--- config.mk ---
export PLATFORM = sky130hd
export DESIGN_NAME = fsb_cycle_ctl_flat
export DESIGN_NICKNAME = d
export VERILOG_FILES = /design/src/rtl/fsb_cycle_ctl_if.sv /design/src/rtl/fsb_cycle_ctl.sv /design/src/flat_wrapper.sv
export SDC_FILE = /design/constraint.sdc
export NUM_CORES = 1
export LEC_CHECK = 0
export CORE_MARGIN = 4
export CORE_UTILIZATION = 58
export CTS_CLUSTER_DIAMETER = 150
export DETAILED_ROUTE_END_ITERATION = 10
export HOLD_SLACK_MARGIN = 0.06
export PLACE_DENSITY = 0.83
export SLEW_MARGIN = 25
export SYNTH_ARGS = -nofsm -noshare
export SYNTH_HDL_FRONTEND = slang
export SYNTH_SLANG_ARGS = --single-unit
--- constraint.sdc ---
create_clock -name CLK -period 3.95 [get_ports CLK]
set_clock_uncertainty 0.1 [all_clocks]
set_input_delay 0.395 -clock CLK [delete_from_list [all_inputs] [get_ports CLK]]
set_output_delay 0.395 -clock CLK [all_outputs]
set_load 0.03 [all_outputs]
--- src/rtl/fsb_cycle_ctl_if.sv ---
// Bus-cycle signals between the select decoder / I/O-bus bridge and the
// front-side-bus cycle controller. The master side drives the cycle and
// select inputs plus the bridge acknowledge; the slave side is the controller.
interface fsb_cycle_ctl_if;
    logic BACT;
    logic RAMCS;
    logic ROMCS;
    logic IOCS;
    logic IOPWCS;
    logic IOACK;
    logic nDTACK;
    logic nBERR;
    logic IOREQ;
    logic IOPW;
    logic PWBusy;

    modport master (
        output BACT, RAMCS, ROMCS, IOCS, IOPWCS, IOACK,
        input  nDTACK, nBERR, IOREQ, IOPW, PWBusy
    );

    modport slave (
        input  BACT, RAMCS, ROMCS, IOCS, IOPWCS, IOACK,
        output nDTACK, nBERR, IOREQ, IOPW, PWBusy
    );
endinterface

--- src/rtl/fsb_cycle_ctl.sv ---
// Front-side-bus cycle controller for 68HC000 address-strobe cycles.
// Generates nDTACK/nBERR with RAM/ROM wait states, hands I/O cycles to the
// I/O-bus bridge (level IOREQ, pulse IOACK) and holds a one-entry
// posted-write slot. The posted-write path is built only when the macro
// FSB_POSTWR_EN is defined; otherwise IOPWCS is ignored and IOPW/PWBusy are 0.
module fsb_cycle_ctl #(
    parameter int unsigned RAM_WS  = 0,
    parameter int unsigned ROM_WS  = 1,
    parameter int unsigned TIMEOUT = 255
) (
    input  logic              CLK,
    input  logic              RES,
    fsb_cycle_ctl_if.slave    bus
);
    localparam logic [7:0] RAM_WS_C  = 8'(RAM_WS);
    localparam logic [7:0] ROM_WS_C  = 8'(ROM_WS);
    localparam logic [7:0] TO_LAST_C = 8'(TIMEOUT - 1);

    typedef enum logic [2:0] {
        S_IDLE   = 3'd0,
        S_WS     = 3'd1,
        S_IOWAIT = 3'd2,
`ifdef FSB_POSTWR_EN
        S_PWWAIT = 3'd3,
`endif
        S_ACK    = 3'd4,
        S_ERR    = 3'd5
    } state_t;

    state_t     state_q, state_d;
    logic [7:0] cnt_q, cnt_d;
    logic       ioreq_q, ioreq_d;
    logic       ndtack_q, ndtack_d;
    logic       nberr_q, nberr_d;
    logic       iopw_q;
    logic       pwbusy_q;
    logic       accept_pw;

`ifdef FSB_POSTWR_EN
    logic       iopw_d;
    logic       pwbusy_d;
    logic       pw_slot_free;

    // The slot counts as free when its acknowledge arrives this very cycle.
    assign pw_slot_free = !pwbusy_q || bus.IOACK;
`else
    logic       unused_iopwcs;

    assign unused_iopwcs = bus.IOPWCS;
    assign iopw_q        = 1'b0;
    assign pwbusy_q      = 1'b0;
`endif

    // Next-state, counter and handshake logic for one bus cycle.
    always_comb begin
        state_d   = state_q;
        cnt_d     = cnt_q;
        accept_pw = 1'b0;
        // A request is held until the bridge acknowledges it, whatever the cycle does.
        ioreq_d   = ioreq_q & ~bus.IOACK;
`ifdef FSB_POSTWR_EN
        iopw_d    = iopw_q & ~bus.IOACK;
        pwbusy_d  = pwbusy_q & ~bus.IOACK;
`endif

        case (state_q)
            S_IDLE: begin
                if (bus.BACT) begin
`ifdef FSB_POSTWR_EN
                    if (bus.IOPWCS) begin
                        if (pw_slot_free) begin
                            accept_pw = 1'b1;
                        end else begin
                            state_d = S_PWWAIT;
                        end
                    end else
`endif
                    if (bus.IOCS) begin
                        // Stale or posted request outstanding: wait here until it clears.
                        if (!ioreq_q && !pwbusy_q) begin
                            ioreq_d = 1'b1;
`ifdef FSB_POSTWR_EN
                            iopw_d  = 1'b0;
`endif
                            cnt_d   = 8'd0;
                            state_d = S_IOWAIT;
                        end
                    end else if (bus.ROMCS) begin
                        cnt_d   = ROM_WS_C;
                        state_d = (ROM_WS_C == 8'd0) ? S_ACK : S_WS;
                    end else if (bus.RAMCS) begin
                        cnt_d   = RAM_WS_C;
                        state_d = (RAM_WS_C == 8'd0) ? S_ACK : S_WS;
                    end else begin
                        // Unmapped access: floating-bus read, acknowledged normally.
                        state_d = S_ACK;
                    end
                end
            end

            S_WS: begin
                if (!bus.BACT) begin
                    state_d = S_IDLE;
                end else begin
                    cnt_d = cnt_q - 8'd1;
                    if (cnt_q == 8'd1) begin
                        state_d = S_ACK;
                    end
                end
            end

            S_IOWAIT: begin
                if (!bus.BACT) begin
                    state_d = S_IDLE;
                end else if (bus.IOACK) begin
                    state_d = S_ACK;
                end else if (cnt_q == TO_LAST_C) begin
                    state_d = S_ERR;
                end else begin
                    cnt_d = cnt_q + 8'd1;
                end
            end

`ifdef FSB_POSTWR_EN
            S_PWWAIT: begin
                if (!bus.BACT) begin
                    state_d = S_IDLE;
                end else if (bus.IOACK) begin
                    accept_pw = 1'b1;
                end
            end
`endif

            S_ACK, S_ERR: begin
                if (!bus.BACT) begin
                    state_d = S_IDLE;
                end
            end

            default: state_d = S_IDLE;
        endcase

`ifdef FSB_POSTWR_EN
        // Taking the write overrides any acknowledge-driven clear, so IOREQ stays high.
        if (accept_pw) begin
            pwbusy_d = 1'b1;
            ioreq_d  = 1'b1;
            iopw_d   = 1'b1;
            state_d  = S_ACK;
        end
`endif

        ndtack_d = (state_d != S_ACK);
        nberr_d  = (state_d != S_ERR);
    end

    // State, counter and registered outputs with synchronous reset.
    always_ff @(posedge CLK) begin
        if (RES) begin
            state_q  <= S_IDLE;
            cnt_q    <= 8'd0;
            ioreq_q  <= 1'b0;
            ndtack_q <= 1'b1;
            nberr_q  <= 1'b1;
        end else begin
            state_q  <= state_d;
            cnt_q    <= cnt_d;
            ioreq_q  <= ioreq_d;
            ndtack_q <= ndtack_d;
            nberr_q  <= nberr_d;
        end
    end

`ifdef FSB_POSTWR_EN
    // Posted-write slot occupancy and write qualifier.
    always_ff @(posedge CLK) begin
        if (RES) begin
            iopw_q   <= 1'b0;
            pwbusy_q <= 1'b0;
        end else begin
            iopw_q   <= iopw_d;
            pwbusy_q <= pwbusy_d;
        end
    end
`endif

    assign bus.nDTACK = ndtack_q;
    assign bus.nBERR  = nberr_q;
    assign bus.IOREQ  = ioreq_q;
    assign bus.IOPW   = iopw_q;
    assign bus.PWBusy = pwbusy_q;
endmodule

--- src/flat_wrapper.sv ---
// flat-port wrapper written by rule: the top's interface ports become plain ports
module fsb_cycle_ctl_flat 
#(
    parameter int unsigned RAM_WS  = 0,
    parameter int unsigned ROM_WS  = 1,
    parameter int unsigned TIMEOUT = 255
)
  (CLK, RES, bus_BACT, bus_RAMCS, bus_ROMCS, bus_IOCS, bus_IOPWCS, bus_IOACK, bus_nDTACK, bus_nBERR, bus_IOREQ, bus_IOPW, bus_PWBusy);
  fsb_cycle_ctl_if bus_i ();
  input  logic CLK;
  input  logic RES;
  input wire logic [$bits(bus_i.BACT)-1:0] bus_BACT;
  input wire logic [$bits(bus_i.RAMCS)-1:0] bus_RAMCS;
  input wire logic [$bits(bus_i.ROMCS)-1:0] bus_ROMCS;
  input wire logic [$bits(bus_i.IOCS)-1:0] bus_IOCS;
  input wire logic [$bits(bus_i.IOPWCS)-1:0] bus_IOPWCS;
  input wire logic [$bits(bus_i.IOACK)-1:0] bus_IOACK;
  output wire logic [$bits(bus_i.nDTACK)-1:0] bus_nDTACK;
  output wire logic [$bits(bus_i.nBERR)-1:0] bus_nBERR;
  output wire logic [$bits(bus_i.IOREQ)-1:0] bus_IOREQ;
  output wire logic [$bits(bus_i.IOPW)-1:0] bus_IOPW;
  output wire logic [$bits(bus_i.PWBusy)-1:0] bus_PWBusy;
  assign bus_i.BACT = bus_BACT;
  assign bus_i.RAMCS = bus_RAMCS;
  assign bus_i.ROMCS = bus_ROMCS;
  assign bus_i.IOCS = bus_IOCS;
  assign bus_i.IOPWCS = bus_IOPWCS;
  assign bus_i.IOACK = bus_IOACK;
  assign bus_nDTACK = bus_i.nDTACK;
  assign bus_nBERR = bus_i.nBERR;
  assign bus_IOREQ = bus_i.IOREQ;
  assign bus_IOPW = bus_i.IOPW;
  assign bus_PWBusy = bus_i.PWBusy;
  fsb_cycle_ctl #(.RAM_WS(RAM_WS), .ROM_WS(ROM_WS), .TIMEOUT(TIMEOUT)) u_core (.CLK(CLK), .RES(RES), .bus(bus_i));
endmodule
==> results.md, run 1 <==
- Max-slew violations: 0
- Final WL: 2420 um
- Main area contributors after synthesis: dfxtp_1 (26%), nand2_1 (5.6%), ha_1 (4.7%)
- Post-synth top area share: 26.2%
- Final core utilization: 65.1%
- CORE AREA: 1750 um2
- EDFF count, synth: 0
- Distinct cells, synth: 45
- Die Width: 50.9 um
- CP Class: flip-flop to flip-flop
- CP arrival: 2.48 ns
- PortBufs: 9
- Root buf cell: clkbuf_4
- Synth Flop Type: dfxtp_1
- Sw power: 102 uW
- Vias in the first global route: 916
- Total track usage: 21.0%
- Fin Setup TNS: 0 ns
- Critical path depth: 7
- Drt pass-1 iters: 5
- Critical-path cell list: inv_1 > ha_1 > nand3_1 > o21bai_4 > a221oi_4 > a21oi_1 > a311oi_1
- Pwr dens: 294 nW/um2
- Initial Util: 61.2%
- Post-layout nets: 139
- Hold_buf cts: 0
- Internal: 232 uW
- Crit path max fanout: 16
- Mapped Cells: 125
- Post-DP HPWL: 1810 um
- Post-DR wirelength/cell: 16.0 um
- Clock sink count: 14
- H-tree levels: 1
- Most frequent cells in the layout: nand2_1 (16), dfxtp_1 (14), clkdlybuf4s50_1 (9), a21oi_1 (8)
- Postcts setup bufs: 0
- Die boundary height: 50.9 um
- Slowest cell on the critical path: a221oi_4
- TritonCTS Buffers: 3
- Register bit total from synthesis: 14
- Async set-reset flop share out of synthesis: 0%
- Clk network pwr share: 31.7%
- Io pins: 13
- Area Overhead vs Synth: 6.32%
- WP data required: 4.04 ns
- Largest net degree at the start of global routing: 17
- Post-Syn Area per Cell: 8.55 um2
- Max IR drop VDD: 0.212 mV
- Post_cts resized: 0
- Switching Share: 30.6%
- Finish-stage setup viols: 0
- Vias per inst: 6.32
- First-pass GRT wire length: 4220 um
- CP max stage delay: 0.65 ns
- # diodes: 0
- Mapped Area: 1070 um2
- Congestion Overflow GR: 0
- Initial antenna violation count: 0
- Total number of vias: 954
- RSZ-0062 raised after global routing: no
- Top Family by Delay on Critical Path: compound AO/OA/AOI/OAI gates
- CP Buf/Inv Count: 1
- Clock latency on the worst-skew pair: 0.29 ns
- Status: complete, no violations
- Leading area contributor after synthesis: dfxtp_1
- Combinational Power Share: 21.4%
- Flop pwr share: 46.9%
- Antenna-violating nets left: 0
- Die Area: 2590 um2
- Hold path depth: 2
- Fin. Hold Viols: 0
- F_max: 418 MHz
- Reg2reg path depth: 7
- DR iter-0 viols: 48
- Min Tclk post-route: 2.39 ns
- Filler instances: 146
- Worst min-delay path class: flip-flop to flip-flop
- Max Cap Viol: 0
- GP Congestion: 0.853
- Row count: 15
- Layout cell share with drive strength beyond 1: 11.1%
- Clock Pin Slew Worst Setup and Hold Paths: 0.09 ns
- DRC Markers: 0
- Sequential fraction of the synthesis area: 26.2%
- Final period util: 60.5%
- Critical Path End Type: flip-flop
- CTS tree: yes
- Startpoint Class: flip-flop
- Warnings, synthesis: 0
- Slew HR: 52.8%
- Slew @ Worst Pin: 0.709 ns
- Commonest non-fill, non-tap cell in the layout: nand2_1
- Leakage: 0.397 nW
- CTS Buffer Depth: 2
-- kinds of logic after synthesis --
family	after synthesis	share of synthesized area (%)
other cells	1	0.351
compound gates	36	27.8
simple gates	54	31.1
flops	14	26.2
fa+ha+maj	4	4.68
buf+inv	16	9.84
-- sequential cells by signal, indices dropped and copies added (netlist names) --
signal / cells
u_core.cnt_q: 8
u_core.bus.nBERR: 1
u_core.bus.nDTACK: 1
u_core.bus.IOREQ: 1
u_core.state_q: 3
-- worst reg2reg max path: stages (launching register included) --
cell	delay (ns)
dfxtp_1	0.46
inv_1	0.14
ha_1	0.23
nand3_1	0.15
o21bai_4	0.09
a221oi_4	0.65
a21oi_1	0.17
a311oi_1	0.30
-- path summary, 6_finish.rpt --
check | end | start | slack [ns]
setup / recovery | u_core.cnt_q[3] | u_core.cnt_q[0] | 1.56
hold / removal | u_core.bus.IOREQ | u_core.bus.IOREQ | 0.43
setup reg to reg | u_core.cnt_q[3] | u_core.cnt_q[0] | 1.56
hold reg to reg | u_core.bus.IOREQ | u_core.bus.IOREQ | 0.43
-- synthesized netlist by cell type, types with 2 or more instances --
master     n
nor2_1     6
buf_6      3
clkbuf_1   2
and3_1     3
o31ai_1    2
nor3_1     4
buf_4      5
nand3_1    6
inv_1      3
a21oi_1    8
a32o_1     2
nor3b_2    2
ha_1       4
nand3b_1   2
nand4_1    2
a31oi_1    2
o21ai_0    4
or3b_1     2
buf_2      3
nor3b_1    2
dfxtp_1   14
nor2b_1    3
nand2_1   16
a311oi_1   4
-- final cells by class --
class | count | area, um2 | share of cell area [%]
Clock buffer | 4 | 36.3 | 3.19
Sequential cell | 14 | 280 | 24.7
Inverter | 3 | 11.3 | 0.991
Multi-Input combinational cell | 96 | 687 | 60.5
Tap cell | 25 | 31.3 | 2.75
Timing Repair Buffer | 9 | 90.1 | 7.93
-- per-stage QoR --
step	std cells	power (mW)	instance area, um2	setup slack [ns]	hold slack [ns]
after floorplan	126	0.215	1070	2.06	0.373
after global placement	147	0.228	1100	1.60	0.389
after detailed placement	147	0.231	1100	1.55	0.406
after CTS	151	0.334	1140	1.58	0.420
after global routing	151	0.351	1140	1.36	0.454
final	151	0.335	1140	1.56	0.426
-- power by group through the flow --
stage	Sequential (mW)	Clock (mW)	Combinational, mW
final	0.157	0.106	0.0717
after detailed placement	0.160	0	0.0710
after global placement	0.159	0	0.0687
after CTS	0.157	0.106	0.0713
after global routing	0.158	0.114	0.0791
after floorplan	0.156	0	0.0591
-- layer usage --
| metal | GRT usage, % | share of wire (%) | up-vias |
|---|---|---|---|
| li1 | - | - | 466 |
| met1 | 28.2 | 46 | 447 |
| met2 | 33.3 | 48 | 34 |
| met3 | 4.08 | 4.6 | 7 |
| met4 | 7.17 | 1.8 | 0 |
| met5 | 0 | 0 | - |
Note: power is estimated with default switching activity, not from simulation.
==> inputs of run 2 (changes only) <==
--- a/config.mk
+++ b/config.mk
@@ -6,11 +6,11 @@
 export NUM_CORES = 1
 export LEC_CHECK = 0
 export CORE_MARGIN = 4
-export CORE_UTILIZATION = 58
+export CORE_UTILIZATION = 49
 export CTS_CLUSTER_DIAMETER = 150
 export DETAILED_ROUTE_END_ITERATION = 10
 export HOLD_SLACK_MARGIN = 0.06
-export PLACE_DENSITY = 0.83
+export PLACE_DENSITY = 0.74
 export SLEW_MARGIN = 25
 export SYNTH_ARGS = -nofsm -noshare
 export SYNTH_HDL_FRONTEND = slang
==> constraint.sdc (replaced) <==
create_clock -name CLK -period 2.1 [get_ports CLK]
set_clock_uncertainty 0.1 [all_clocks]
set_input_delay 0.21 -clock CLK [delete_from_list [all_inputs] [get_ports CLK]]
set_output_delay 0.21 -clock CLK [all_outputs]
set_load 0.03 [all_outputs]
==> run 2 against run 1 <==
  * Clock power is 95% higher
  * Non-clock buffer count is 5 higher
  * Count of clock-buffer cells in the layout unchanged
  * Sequential share of layout area is 1.2 points lower
  * Critical path depth increased by 1
  * Final cell count up 4.6%
  * Hold slack worse by 0.015 ns
  * Register-to-register slack worse by 1.3 ns
  * Total power increased by 95%
  * Sequential power up 86%
  * Global-route usage is 1.8 points lower
  * Largest power group unchanged
  * Sequential cell count did not move
==> results.md, run 2 (synthesis results as in run 1) <==
- Status: complete, no violations
- Combinational Power Share: 23.4% (+2.0 points)
- Final WL: 2430 um (+0.50%)
- CORE AREA: 2020 um2 (+16%)
- Worst setup margin: 0.217 ns (-1.34 ns)
- Die boundary height: 54.7 um (+7.4%)
- Row count: 16 (+1)
- Antenna-violating nets left: 0 (unchanged)
- Layout cell share with drive strength beyond 1: 15.3% (+4.2 points)
- Filler instances: 184 (+26%)
- Clock Pin Slew Worst Setup and Hold Paths: 0.09 ns (about the same)
- Fin Setup TNS: 0 ns (unchanged)
- Placed cell areas: 1150 um2 (+4.8%)
- GP Congestion: 0.884 (+3.7%)
- Most frequent cells in the layout: nand2_1 (16), dfxtp_1 (14), clkdlybuf4s50_1 (9), a21oi_1 (8)
- Max Cap Viol: 0 (unchanged)
- Leakage: 0.430 nW (+8.3%)
- Switching Share: 30.9% (+0.31 points)
- Min-delay src: u_core.bus.IOREQ
- Clk network pwr share: 31.8% (about the same)
- Design area: 1190 um2 (+5.1%)
- RSZ-0062 raised after global routing: no
- Crit path max fanout: 15 (-1)
- Max-slew violations: 0 (unchanged)
- Final core utilization: 59.0% (-6.1 points)
- Largest net degree at the start of global routing: 16 (-1)
- Slowest cell on the critical path: dfxtp_1
- Regs by FF count: u_core.cnt_q x8, u_core.state_q x3
- Area Overhead vs Synth: 11.7%
- # diodes: 0 (unchanged)
- Congestion Overflow GR: 0 (unchanged)
- Root buf cell: clkbuf_4
- Largest Register: u_core.cnt_q
- Total number of vias: 983 (+3.0%)
- Clock sink count: 14 (unchanged)
- Max IR drop VDD: 0.386 mV (+82%)
- Final period util: 89.7% (+29 points)
- Commonest non-fill, non-tap cell in the layout: nand2_1
- Max reg flops: 8 (unchanged)
- Worst hold slack: 0.411 ns (-0.0150 ns)
- WP data required: 2.19 ns (-1.85 ns)
- Post_cts resized: 0 (unchanged)
- Fin. Hold Viols: 0 (unchanged)
- Total track usage: 19.2% (-1.8 points)
- Io pins: 13 (unchanged)
- Postcts setup bufs: 0 (unchanged)
- TritonCTS Buffers: 3 (unchanged)
- Critical Path End Type: flip-flop
- PortBufs: 9 (unchanged)
- Flop pwr share: 44.8% (-2.1 points)
- Dpl ws: 0.159 ns (-1.39 ns)
- Post-DR wirelength/cell: 15.4 um (-4.0%)
- Vias per inst: 6.22 (-1.5%)
- Finish-stage setup viols: 0 (unchanged)
- Vias in the first global route: 879 (-4.0%)
- Startpoint Class: flip-flop
- Dpl cells: 154 (+4.8%)
- CP Class: flip-flop to flip-flop
- CTS tree: yes
- Drt pass-1 iters: 5 (unchanged)
- Worst min-delay path class: flip-flop to flip-flop
- Hold_buf cts: 0 (unchanged)
- Post-DP HPWL: 1770 um (-1.9%)
- F_max: 531 MHz (+27%)
- Sw power: 201 uW (+97%)
- Pwr dens: 545 nW/um2 (+85%)
- Initial Util: 52.8% (-8.4 points)
- Die Area: 2990 um2 (+15%)
- Critical-path cell list: inv_1 > ha_1 > nand3_1 > o21bai_4 > a221oi_4 > buf_12 > nand2_1 > a32o_1
- First-pass GRT wire length: 4050 um (-3.9%)
- Internal: 450 uW (+94%)
- Post-layout nets: 144 (+3.6%)
- Finished Layout Cells: 158 (+4.6%)
- Overall power: 651 uW (+95%)
- CP max stage delay: 0.34 ns (-0.31 ns)
- Initial antenna violation count: 0 (unchanged)
- Clock latency on the worst-skew pair: 0.29 ns (about the same)
- Min Tclk post-route: 1.88 ns (-0.507 ns)
- H-tree levels: 1 (unchanged)
- DR iter-0 viols: 38 (-21%)
- Die Width: 54.7 um (+7.4%)
- Reg2reg start: u_core.cnt_q[0]
- Worst Setup SP: u_core.cnt_q[0]
- CP arrival: 1.98 ns (-0.50 ns)
- CTS Buffer Depth: 2 (unchanged)
- DRC Markers: 0 (unchanged)
[run 2: cell types whose count changed in the layout (fill, tap and decap cells not counted), sizes merged]
| cell | change |
|---|---|
| buf | +5 |
[run 2: critical path: cells and delay by family, from the launching register on]
family / cells / cell delay, ns
compound gates: 3 / 0.68
flops: 1 / 0.34
buf+inv: 2 / 0.26
fa+ha+maj: 1 / 0.20
simple gates: 2 / 0.20
[run 2: area by class of cell]
type / count / area (um2) / area share [%]
timing repair buffer: 14 / 140 / 11.7
inverter: 3 / 11.3 / 0.943
multi-input combinational: 96 / 692 / 58.0
clock buffer: 4 / 36.3 / 3.04
tap: 27 / 33.8 / 2.83
sequential: 14 / 280 / 23.5
[run 2: routing by layer]
layer | vias up | wire, um | global-route usage, %
met3 | 5 | 125 | 5.72
met4 | 0 | 32 | 4.98
met2 | 24 | 1150 | 31.7
met5 | - | 0 | 0
met1 | 475 | 1120 | 24.1
li1 | 479 | - | -
[run 2: worst paths after layout]
| kind | end | slack, ns | depth (start not counted) |
|---|---|---|---|
| worst max-delay path | u_core.cnt_q[6] | 0.22 | 8 |
| worst min-delay path | u_core.bus.IOREQ | 0.41 | 2 |
| worst max register to register | u_core.cnt_q[6] | 0.22 | 8 |
| worst min register to register | u_core.bus.IOREQ | 0.41 | 2 |
[run 2: power by group through the flow]
stage | clock (mW) | combinational (mW) | sequential [mW]
global route | 0.223 | 0.167 | 0.294
CTS | 0.212 | 0.152 | 0.291
finish | 0.207 | 0.153 | 0.292
global placement | 0 | 0.148 | 0.297
floorplan | 0 | 0.111 | 0.294
detailed placement | 0 | 0.152 | 0.298
==> patch, RTL diff (config.mk and constraints of run 2) <==
The option `FSB_POSTWR_EN` is turned on by a define.
--- a/src/rtl/fsb_cycle_ctl.sv
+++ b/src/rtl/fsb_cycle_ctl.sv
@@ -5,2 +5,4 @@
 // FSB_POSTWR_EN is defined; otherwise IOPWCS is ignored and IOPW/PWBusy are 0.
+`define FSB_POSTWR_EN
+
 module fsb_cycle_ctl #(
Check against the original RTL: not equivalent (Yosys sat finds a counterexample within 4 cycles, from zero or initial values).
==> patch against run 2 <==
- area after synthesis rose by 5.9%
- die area rose by 5.0%
- wire length rose by 41%
- sequential power rose by 13%
- total power rose by 12%
- critical path depth fell by 1
- cell area rose by 22%
- setup slack got worse by 160 ps
- via count rose by 37%
- cell count rose by 28%
- sequential cell count rose by 2
- critical endpoint is now u_core.cnt_q[4]
==> patch: results (changes against run 2) <==
- Nets: 188 (+31%)
- Worst Path Max Fanout: 7 (-8)
- Share of cells above drive strength 1: 0.207 (+0.0542)
- TritonCTS Buffers: 3 (unchanged)
- Outcome: completed
- Slowest CP cell: or4b_1
- CP arrival: 2140 ps (+160 ps)
- First drt pass iteration count: 4 (-1)
- Placer Congestion: 0.909 (+2.8%)
- Lkg Pwr: 0.572 nW (+33%)
- Sequential share of the synthesized area: 0.283 (+0.0209)
- Synth area leaders: dfxtp_1, a21oi_1, ha_1, nand3_1, nand2_1
- Critical Path Max Stage Delay: 560 ps (+220 ps)
- Peak VDD IR: 0.377 mV (-2.4%)
- I/O Buffers: 12 (+3)
- Largest net degree at the start of global routing: 12 (-4)
- Synth cell count leaders: dfxtp_1, a21oi_1, nand2_1, inv_1, nand3_1
- Distinct cells, synth: 49 (+8.9%)
- Initial drt markers: 55 (+45%)
- Drt wl/cell: 17.0 um (+11%)
- Switching Share: 0.325 (+0.0161)
- Dpl hpwl: 2.59 mm (+46%)
- Vias per std cell: 6.64 (+6.8%)
- First-pass GRT wire length: 5.70 mm (+41%)
- GRT Total Usage: 0.223 (+0.0310)
- Vias in the first global route: 1270 (+44%)
## patch: cell count changes in the layout (fill, tap and decap cells not counted), moves of 3 or more
cell,delta
buf_4,+22
nand2_1,-7
a21oi_1,+5
inv_1,+4
clkdlybuf4s50_1,+3
nor3b_2,-3
o22ai_1,+3
or3_1,+3
## patch: through the flow
stage	TNS (ps)	setup WS [ps]	instances	instance area [um^2]
after detailed placement	-1030	-202	199	1430
final	0	60.5	202	1450
after floorplan	0	31.6	143	1130
after CTS	0	81.6	202	1450
after global routing	0	3.37	202	1450
after global placement	-184	-50.9	199	1430
## patch: final timing paths
| kind | startpoint | to | slack, ps | cells past startpoint |
|---|---|---|---|---|
| worst max-delay path | bus_IOPWCS | u_core.cnt_q[4] | 60 | 7 |
| worst min-delay path | u_core.bus.IOPW | u_core.bus.IOPW | 400 | 2 |
| worst max register to register | u_core.bus.PWBusy | u_core.cnt_q[4] | 70 | 6 |
| worst min register to register | u_core.bus.IOPW | u_core.bus.IOPW | 400 | 2 |
## patch: power by group through the flow
stage | Clock, mW | Combinational, mW | Sequential (mW)
final | 0.169 | 0.228 | 0.331
after CTS | 0.171 | 0.223 | 0.330
after detailed placement | 0 | 0.222 | 0.337
after global routing | 0.180 | 0.246 | 0.333
after global placement | 0 | 0.213 | 0.336
after floorplan | 0 | 0.116 | 0.348
## patch: tightest hold or removal path, cell delays in order, from the launching register on
cell and delay [ps]:
dfxtp_1 320, nand3b_1 80, a21oi_1 60
## patch: area by class of cell
type | count | area, um^2
fill | 195 | 758
multi-input combinational | 110 | 734
tap | 28 | 35.0
sequential | 16 | 320
inverter | 7 | 26.3
clock buffer | 3 | 22.5
timing repair buffer | 38 | 315
## patch: layer usage
layer / track usage / vias to the layer above / wire (um)
li1: - / 610 / -
met1: 0.288 / 626 / 1380
met2: 0.372 / 86 / 1600
met3: 0.0255 / 20 / 312
met4: 0.0949 / 0 / 148
met5: 0 / - / 0
## patch: cells by family after synthesis
| family | count (synthesis) | share of synthesized area |
|---|---|---|
| buf+inv | 17 | 0.0719 |
| fa+ha+maj | 4 | 0.0442 |
| xor+xnor | 3 | 0.0232 |
| simple gates | 53 | 0.271 |
| flops | 16 | 0.283 |
| compound gates | 50 | 0.306 |
## patch: repair_timing
action / 4_1_cts / 5_1_grt
hold endpoints to repair: 0 / 0
endpoints found under the setup margin: 0 / 3
resized for setup: 0 / 1
